`src/rtl/hi5_pkg.sv`:
```
// Shared definitions for the HI5 register-load path: instruction format, opcodes,
// request modes and the emitter FSM states.
package hi5_pkg;

  localparam int unsigned HI5_W     = 36;
  localparam int unsigned HI5_OPC_W = 4;

  localparam logic [HI5_OPC_W-1:0] TEST32_OPC = 4'h1;
  localparam logic [HI5_OPC_W-1:0] LOW32_OPC  = 4'h2;
  localparam logic [HI5_OPC_W-1:0] HIGH32_OPC = 4'h3;

  typedef enum logic [1:0] {
    LOW  = 2'd0,
    HIGH = 2'd1,
    FULL = 2'd2,
    TEST = 2'd3
  } hi5_mode_t;

  typedef enum logic [1:0] {
    StIdle,
    StEmitLo,
    StEmitHi,
    StEmitTst
  } hi5_emit_state_t;

  // First emit state for a freshly accepted request.
  function automatic hi5_emit_state_t hi5_first_state(input hi5_mode_t mode);
    unique case (mode)
      LOW, FULL: return StEmitLo;
      HIGH:      return StEmitHi;
      TEST:      return StEmitTst;
      default:   return StEmitLo;
    endcase
  endfunction

endpackage

```
`src/rtl/hi5_const_emitter.sv`:
```
// Serialises 64-bit constant-load requests into one or two 36-bit HI5 instruction
// words on a valid/ready stream, counting every transferred word.
module hi5_const_emitter
  import hi5_pkg::*;
#(
  parameter int unsigned CNT_W = 16
) (
  input  logic             clock,
  input  logic             reset,
  input  logic             req_valid,
  output logic             req_ready,
  input  logic [1:0]       req_mode,
  input  logic [63:0]      req_data,
  output logic [HI5_W-1:0] code,
  output logic             code_valid,
  input  logic             code_ready,
  output logic             busy,
  output logic [CNT_W-1:0] instr_count
);

  hi5_emit_state_t state_q, state_d;
  hi5_mode_t       mode_q, mode_d;
  logic [63:0]     data_q, data_d;
  logic [CNT_W-1:0] cnt_q;

  logic last_word;
  logic xfer;
  logic accept;

  always_comb begin
    state_d    = state_q;
    mode_d     = mode_q;
    data_d     = data_q;
    code       = '0;
    code_valid = 1'b0;
    last_word  = 1'b0;

    unique case (state_q)
      StIdle: ;
      StEmitLo: begin
        code_valid = 1'b1;
        code       = {LOW32_OPC, data_q[31:0]};
        last_word  = (mode_q != FULL);
      end
      StEmitHi: begin
        code_valid = 1'b1;
        code       = {HIGH32_OPC, data_q[63:32]};
        last_word  = 1'b1;
      end
      StEmitTst: begin
        code_valid = 1'b1;
        code       = {TEST32_OPC, data_q[31:0]};
        last_word  = 1'b1;
      end
      default: ;
    endcase

    xfer      = code_valid && code_ready;
    // Never depends on req_valid, so the source cannot form a combinational loop.
    req_ready = (state_q == StIdle) || (last_word && xfer);
    accept    = req_valid && req_ready;

    if (xfer) begin
      state_d = last_word ? StIdle : StEmitHi;
    end
    // A request accepted alongside the last word overrides the return to idle.
    if (accept) begin
      mode_d  = hi5_mode_t'(req_mode);
      data_d  = req_data;
      state_d = hi5_first_state(hi5_mode_t'(req_mode));
    end
  end

  always_ff @(posedge clock) begin
    if (reset) begin
      state_q <= StIdle;
      mode_q  <= LOW;
      data_q  <= '0;
      cnt_q   <= '0;
    end else begin
      state_q <= state_d;
      mode_q  <= mode_d;
      data_q  <= data_d;
      if (xfer) begin
        cnt_q <= cnt_q + CNT_W'(1);
      end
    end
  end

  assign busy        = (state_q != StIdle);
  assign instr_count = cnt_q;

endmodule

```
`config.mk`:
```
export PLATFORM = sky130hd
export DESIGN_NAME = hi5_const_emitter
export DESIGN_NICKNAME = d
export VERILOG_FILES = /design/src/rtl/hi5_pkg.sv /design/src/rtl/hi5_const_emitter.sv
export SDC_FILE = /design/constraint.sdc
export NUM_CORES = 1
export LEC_CHECK = 0
export CAP_MARGIN = 20
export CORE_MARGIN = 10
export CORE_UTILIZATION = 43
export DETAILED_ROUTE_END_ITERATION = 16
export PLACE_DENSITY = 0.77
export SETUP_SLACK_MARGIN = 0.5
export SYNTH_ARGS = -nofsm -noshare
export SYNTH_HDL_FRONTEND = slang
export SYNTH_SLANG_ARGS = --single-unit
```
`constraint.sdc`:
```
create_clock -name clock -period 1.7 [get_ports clock]
set_input_delay 0.34 -clock clock [delete_from_list [all_inputs] [get_ports clock]]
set_output_delay 0.34 -clock clock [all_outputs]
set_load 0.05 [all_outputs]
```
==> flow_summary.ini, run 1 <==
[synthesis]
synth.distinct_cells = 38
synth_top_family_by_area = compound AO/OA/AOI/OAI gates
synth_seq_cells = 84
synth_area_um2 = 4240
synthSimpleGateAreaFrac = 0.187
postSynthCellCount = 485
avgSynthCellArea_um2 = 8.73
yosysWarningCount = 0
yosys.area_share.adder = 0.0177
async_flop_share = 0
synth_seq_area_share = 0.397
synth_xor_area_frac = 0.0227
synth_edf_count = 0
ys.flop_type = dfxtp_1
muxShareOfSynthArea = 0.00473
synth_compound_area_frac = 0.294

[sta]
worst_endpoint_kind = output port
crit_endpoint = code[13]

[placement]
place_congestion = 0.814
hpwl_um = 9710
post-place-cells = 723
numPortBuffers = 122

[status]
stop_error = [ERROR DPL-0033] detailed placement checks failed during check placement.
status = aborted with a tool error
stop_stage = 5_1_grt

[clock_network]
clockBufferDepth = 2
h-tree-depth = 3
cts_sinks = 84
hold_buffers = 0
cts_buffers = 9
cts_root_buffer = clkbuf_8

[die]
rows = 36
initial_utilization = 0.437
die_h_um = 119
die_w_um = 119
ios = 125

[grt]
antenna_found_initial = 0
grt_max_degree = 37
[cells in the mapped netlist (2+ instances only)]
library cell,count,area share
and4b_1,2,0.0047
a21oi_2,39,0.081
ha_1,6,0.018
nand4_1,8,0.012
nor2_1,45,0.040
clkbuf_1,24,0.021
buf_6,6,0.016
o21ai_1,19,0.022
inv_1,4,0.0035
nand3_2,19,0.045
dfxtp_1,84,0.40
and4_1,2,0.0041
buf_1,3,0.0027
nand3_1,50,0.059
buf_4,4,0.0071
buf_12,2,0.0095
nand2b_1,2,0.0030
clkbuf_2,3,0.0035
o21ai_2,22,0.045
a21oi_1,33,0.039
xor2_1,10,0.021
a22oi_1,32,0.057
buf_2,11,0.013
mux2i_1,2,0.0047
o21ai_0,31,0.037
and3_1,2,0.0030
nand2_1,6,0.0053
or3_1,4,0.0059
[through the flow]
| stage | util | setup TNS [ps] | setup WS, ps | cell area, µm² | hold WS [ps] |
|---|---|---|---|---|---|
| CTS | 0.895 | -40300 | -492 | 8670 | 354 |
| detailed placement | 0.686 | -18650 | -252 | 6650 | 463 |
| global placement | 0.686 | -13490 | -212 | 6650 | 448 |
| floorplan | - | -8520 | -124 | 4800 | 435 |
[cells by family after synthesis]
kind of cell	after synthesis
adder cells (fa/ha/maj)	6
other	1
buffers and inverters	57
XOR/XNOR	11
AND/OR/NAND/NOR	143
multiplexers	2
AO/OA/AOI/OAI	181
flip-flops	84
[timing repair]
| item | CTS |
|---|---|
| buffers inserted | 41 |
| pin swaps | 154 |
| cloned | 23 |
| resized for setup | 238 |
| endpoints found under the hold margin | 0 |
| setup endpoints to repair | 137 |
==> inputs of run 2 (changes only) <==
Settings changed: CORE_UTILIZATION 43 to 40, PLACE_DENSITY 0.77 to default, PLACE_DENSITY_LB_ADDON from default to 0.15, SETUP_SLACK_MARGIN 0.5 to default.
Clock period 1.7 ns to 2.2 ns, I/O delays scaled along.
==> run 2 against run 1 <==
Net effect:
- synthesized cell count did not move
- the run now ends clean
- synthesized area unchanged
==> flow_summary.ini, run 2 <==
[status]
status = finished, final reports clean

[sta]
worstMarginPinSlew_ps = 652
slew_violations = 0
fmax_ghz = 0.458
maxSlewHeadroom = 0.565
rsz0062_at_grt = true
finalSetupViolCount = 0
clock_skew_ps = 9.88
holdWs_ps = 472
hold_viol = 0
min_period_ps = 2180
finalCritPeriodShare = 0.992
fin_ws_ps = 17.5

[grt]
grt.overflow.total = 0
grt_pass1_wl_um = 20800
grt_max_degree = 57
antenna_found_initial = 0
grtUsageTotal = 0.167
grt_pass1_vias = 4062

[placement]
dp_slack_ps = 94.6
post-place-cells = 716
numPortBuffers = 122
place_congestion = 0.794
hpwl_um = 9020

[synthesis]
synth_seq_area_share = 0.397
postSynthCellCount = 485
ys.flop_type = dfxtp_1
synth_top_family_by_area = compound AO/OA/AOI/OAI gates
synth_edf_count = 0
synth_compound_area_frac = 0.294
netlist.area_leader.share = 0.397
synth_seq_cells = 84
yosys-top-cells-count = 84 x dfxtp_1, 50 x nand3_1, 45 x nor2_1
yosysWarningCount = 0
avgSynthCellArea_um2 = 8.73
yosys.area_share.adder = 0.0177
synthSimpleGateAreaFrac = 0.187
synth_top_cell_by_area = dfxtp_1
synth_xor_area_frac = 0.0227
async_flop_share = 0
muxShareOfSynthArea = 0.00473
synth_most_common_cell = dfxtp_1
synth.distinct_cells = 38
synth_area_um2 = 4240
netlist_top_cells_area = dfxtp_1 40%, a21oi_2 8.1%, nand3_1 5.9%

[worst_setup_path]
crit_path_frequent_cell = buf_12
slowest_stage = dfxtp_2
crit_required_ps = 1760
crit_type = reg2out
path_cells = inv_2, ha_2, or2_4, buf_12, a22oi_2, nor2_2, buf_12
startpoint_type = register
worstPathArrival_ps = 1740
crit_path_end_kind = primary output
worst_path_largest_cell_delay_ps = 360
worst-path-max-fanout = 11

[die]
core_um2 = 10300
die_w_um = 123
ios = 125
initial_utilization = 0.410
die_h_um = 123
die_area_um2 = 15100
rows = 37

[clock_network]
h-tree-depth = 3
cts_tree = done
clock_latency_ps = 340
path_clk_slew_ps = 80
hold_buffers = 0
cts_sinks = 84
cts_root_buffer = clkbuf_8
clockBufferDepth = 2
cts_buffers = 9

[final_layout]
area_delta_synth_final_pct = 51.8
nets = 670
top_register = data_q
largest_register_ffs = 64
mostFrequentLayoutCells = 84 x clkdlybuf4s50_1, 82 x dfxtp_1, 50 x nand3_1, 42 x buf_12, 40 x a21oi_2
fin_cells = 734
diodes = 0
drive_gt1_frac = 0.398
final_common_cell = clkdlybuf4s50_1

[detailed_routing]
wire_per_inst_um = 17.5
drtIter0Drc = 342
vias = 4025
routed_wl_um = 12900
via_per_inst = 5.48
drc = 0
final_antenna_net_count = 0
drt-pass1-iter-count = 5

[pwr]
sw_frac_of_total = 0.414
power-per-cell-area_nw_per_um2 = 812
seqPwrFrac = 0.359
netSwitchingPower_mw = 2.16
leakage_nw = 2.09
irDropWorstVdd_mv = 0.392
clkPwrFrac = 0.179
share_comb_of_total_power = 0.462
p_int_mw = 3.06

[run]
max-cap-violations = 0

[hold_path]
min_path_type = reg2reg
-- run 2: cell counts after synthesis --
No cell type changed its count.
-- run 2: area by class of cell --
| cell class | count | area, µm² |
|---|---|---|
| Fill cell | 871 | 3890 |
| Clock buffer | 10 | 128 |
| Clock inverter | 5 | 30.0 |
| Sequential cell | 84 | 1680 |
| Timing Repair Buffer | 150 | 1900 |
| Multi-Input combinational cell | 345 | 2500 |
| Tap cell | 136 | 170 |
| Inverter | 4 | 15.0 |
-- run 2: logic make-up after synthesis --
group | count (synthesis)
AO/OA/AOI/OAI | 181
AND/OR/NAND/NOR | 143
flip-flops | 84
buffers and inverters | 57
XOR/XNOR | 11
adder cells (fa/ha/maj) | 6
multiplexers | 2
other | 1
-- run 2: final timing paths --
kind	to	start	slack, ps	cells after the start
max	code[15]	state_q[1]$_SDFFE_PP0P_	20	7
min reg2reg	mode_q[0]$_SDFFE_PP0P_	mode_q[0]$_SDFFE_PP0P_	470	2
max reg2reg	data_q[6]$_SDFFE_PP0P_	state_q[0]$_SDFFE_PP0P_	160	7
min	mode_q[0]$_SDFFE_PP0P_	mode_q[0]$_SDFFE_PP0P_	470	2
-- run 2: critical path, delay by kind of cell, from the launching register on --
kind / cells / cell delay, ps
compound gates: 1 / 150
buf+inv: 3 / 380
flops: 1 / 360
fa+ha+maj: 1 / 170
simple gates: 2 / 350
-- run 2: layer usage --
| metal | wire length [µm] | track usage | vias to the layer above |
|---|---|---|---|
| met5 | 0 | 0 | - |
| met4 | 96 | 0.0383 | 0 |
| met2 | 6140 | 0.279 | 105 |
| met3 | 897 | 0.0415 | 9 |
| met1 | 5730 | 0.212 | 1947 |
| li1 | - | - | 1964 |
-- run 2: repair_timing --
action | 4_1_cts | 5_1_grt
gates resized for setup | 37 | 14
pin swaps | 3 | 3
gates cloned | 1 | 0
endpoints found under the setup margin | 33 | 33
buffers inserted | 1 | 1
-- run 2: power groups by stage --
stage          clock network [mW]  registers, mW  logic, mW
6_report                    0.937           1.87       2.41
5_1_grt                      1.02           1.89       2.58
4_1_cts                     0.955           1.87       2.37
3_5_place_dp                    0           1.87       2.25
3_3_place_gp                    0           1.87       2.21
2_1_floorplan                   0           1.86       1.56
-- run 2: per-stage QoR --
| step | util | TNS (ps) | total power [mW] | instance area, µm² |
|---|---|---|---|---|
| after floorplan | - | -83.8 | 3.41 | 4310 |
| after global placement | 0.583 | 0 | 4.09 | 6020 |
| after detailed placement | 0.583 | 0 | 4.12 | 6020 |
| after CTS | 0.617 | -151 | 5.19 | 6370 |
| after global routing | 0.623 | -1290 | 5.49 | 6430 |
| final | 0.623 | 0 | 5.22 | 6430 |
Note: power is estimated with default switching activity, not from simulation.
==> inputs of run 3 (changes only) <==
Settings changed: REMOVE_ABC_BUFFERS from default to 1.
==> run 3 against run 2 <==
Net effect:
- the flow now finishes with violations (setup timing)
- hold slack better by 8.6 ps
- global-route usage rose by 0.49 points
- wire length grew 8.1%
- non-clock buffer count rose by 3
- cell area is 3.0% higher
- clock power up 28%
- sequential cell count did not move
- sequential share of layout area decreased by 0.70 points
- utilization increased by 1.9 points
- critical path type unchanged
- largest cell class unchanged
- largest power group unchanged
==> flow_summary.ini, run 3 (synthesized netlist as in run 2, its figures left out) <==
[detailed_routing]
wire_per_inst_um = 18.8
drc = 0
routed_wl_um = 13900
vias = 4088
via_per_inst = 5.54
drtIter0Drc = 336
drt-pass1-iter-count = 4
final_antenna_net_count = 0

[final_layout]
top_register = data_q
area_delta_synth_final_pct = 56.4
nets = 673
mostFrequentLayoutCells = 84 x clkdlybuf4s50_1, 82 x dfxtp_1, 50 x nand3_1, 44 x buf_12, 40 x a21oi_2
final_common_cell = clkdlybuf4s50_1
drive_gt1_frac = 0.399
largest_register_ffs = 64

[clock_network]
hold_buffers = 0
path_clk_slew_ps = 90
cts_sinks = 84
cts_buffers = 9
clockBufferDepth = 2
cts_root_buffer = clkbuf_8
cts_tree = done
clock_latency_ps = 350
h-tree-depth = 3

[sta]
worstMarginPinSlew_ps = 507
min_period_ps = 2280
finalSetupViolCount = 32
clock_skew_ps = 6.26
hold_viol = 0
rsz0062_at_grt = true
maxSlewHeadroom = 0.661
slew_violations = 0
fin_ws_ps = -83.3
finalCritPeriodShare = 1.04
holdWs_ps = 481
fmax_ghz = 0.438

[worst_setup_path]
crit_type = reg2out
path_cells = inv_4, ha_4, or2_4, clkbuf_16, a22oi_2, nor2_2, buf_12
r2r-start = state_q[0]$_SDFFE_PP0P_
crit_path_end_kind = primary output
r2r_cells = 9
cp_top_family = buffers and inverters
worstPathArrival_ps = 1840
worst_path_largest_cell_delay_ps = 380
worst-path-max-fanout = 8
startpoint_type = register
timing.critical_path.buf_inv = 3
slowest_stage = dfxtp_4
r2r_slack_ps = 80
r2r-end = data_q[41]$_SDFFE_PP0P_
crit_required_ps = 1760

[pwr]
share_comb_of_total_power = 0.460
p_int_mw = 3.41
clkPwrFrac = 0.211
irDropWorstVdd_mv = 0.413
seqPwrFrac = 0.329
netSwitchingPower_mw = 2.28
total_power_mw = 5.69
power-per-cell-area_nw_per_um2 = 859
sw_frac_of_total = 0.401
leakage_nw = 2.16

[hold_path]
hold_end = data_q[28]$_SDFFE_PP0P_
hold_path_startpoint = data_q[28]$_SDFFE_PP0P_
hold_depth = 2
min_path_type = reg2reg

[grt]
grtUsageTotal = 0.172
grt.overflow.total = 0
grt_max_degree = 67
grt_pass1_wl_um = 21200
grt_pass1_vias = 4207
antenna_found_initial = 0

[die]
ios = 125
die_area_um2 = 15100
die_w_um = 123
die_h_um = 123
core_um2 = 10300
initial_utilization = 0.410
rows = 37

[placement]
place_congestion = 0.814
numPortBuffers = 122
hpwl_um = 8610

[status]
violations = setup timing
status = finished with violations

[run]
max-cap-violations = 0
run 3: changes by cell type in the layout (fill, tap and decap cells not counted), sizes merged:
| cell | delta |
|---|---|
| diode | +1 |
| clkinv | -2 |
| clkinvlp | +1 |
| bufinv | +2 |
| clkbuf | +2 |
run 3: worst max-delay path by stage:
stage                            start                      endpoint  slack (ps)  cells after the start
4_1_cts        state_q[0]$_SDFFE_PP0P_                       code[2]         -60                      6
3_5_place_dp                code_ready  instr_count[15]$_SDFFE_PP0P_          70                      5
3_3_place_gp                code_ready  instr_count[13]$_SDFFE_PP0P_         100                      5
6_report       state_q[1]$_SDFFE_PP0P_                      code[12]         -80                      7
5_1_grt        state_q[1]$_SDFFE_PP0P_                      code[12]        -140                      7
2_1_floorplan  state_q[0]$_SDFFE_PP0P_       data_q[38]$_SDFFE_PP0P_       -2030                      5
run 3: power groups by stage:
stage               Combinational, mW  Sequential, mW  Clock [mW]
floorplan                        1.23            1.86           0
global placement                 2.16            1.86           0
detailed placement               2.19            1.87           0
CTS                              2.37            1.85        1.22
global route                     2.79            1.90        1.27
finish                           2.62            1.87        1.20
run 3: cell type report:
type / count / area, µm²
Tap cell: 136 / 170
Inverter: 4 / 21.3
Antenna cell: 1 / 2.50
Multi-Input combinational cell: 345 / 2530
Clock buffer: 9 / 124
Fill cell: 895 / 3700
Timing Repair Buffer: 153 / 2000
Sequential cell: 84 / 1690
Clock inverter: 6 / 88.8
run 3: routing by layer:
layer | part of all wire | GRT usage | vias up
li1 | - | - | 1963
met1 | 0.43 | 0.211 | 2000
met2 | 0.49 | 0.290 | 118
met3 | 0.071 | 0.0588 | 7
met4 | 0.0073 | 0.0280 | 0
met5 | 0 | 0 | -
run 3: what timing repair did:
| item | 4_1_cts | 5_1_grt |
|---|---|---|
| resized for setup | 45 | 41 |
| gates cloned | 2 | 3 |
| endpoints found under the setup margin | 33 | 40 |
| pin swaps | 5 | 15 |
| hold endpoints to repair | 0 | 0 |
| buffers inserted | 3 | 5 |
run 3: metrics by stage:
stage | setup WS (ps) | TNS (ps) | instance area [µm²] | util | cells
after floorplan | -2030 | -137540 | 3930 | - | 433
after global placement | 104 | 0 | 5920 | 0.574 | 710
after detailed placement | 65.8 | 0 | 5920 | 0.574 | 710
after CTS | -60.6 | -1220 | 6370 | 0.617 | 730
after global routing | -136 | -2920 | 6620 | 0.641 | 737
final | -83.3 | -1010 | 6630 | 0.642 | 738
run 3: tightest hold or removal path, cell delays in order (launching register included):
cell and delay (ps):
dfxtp_1 330, o21ai_2 50, a21oi_1 60
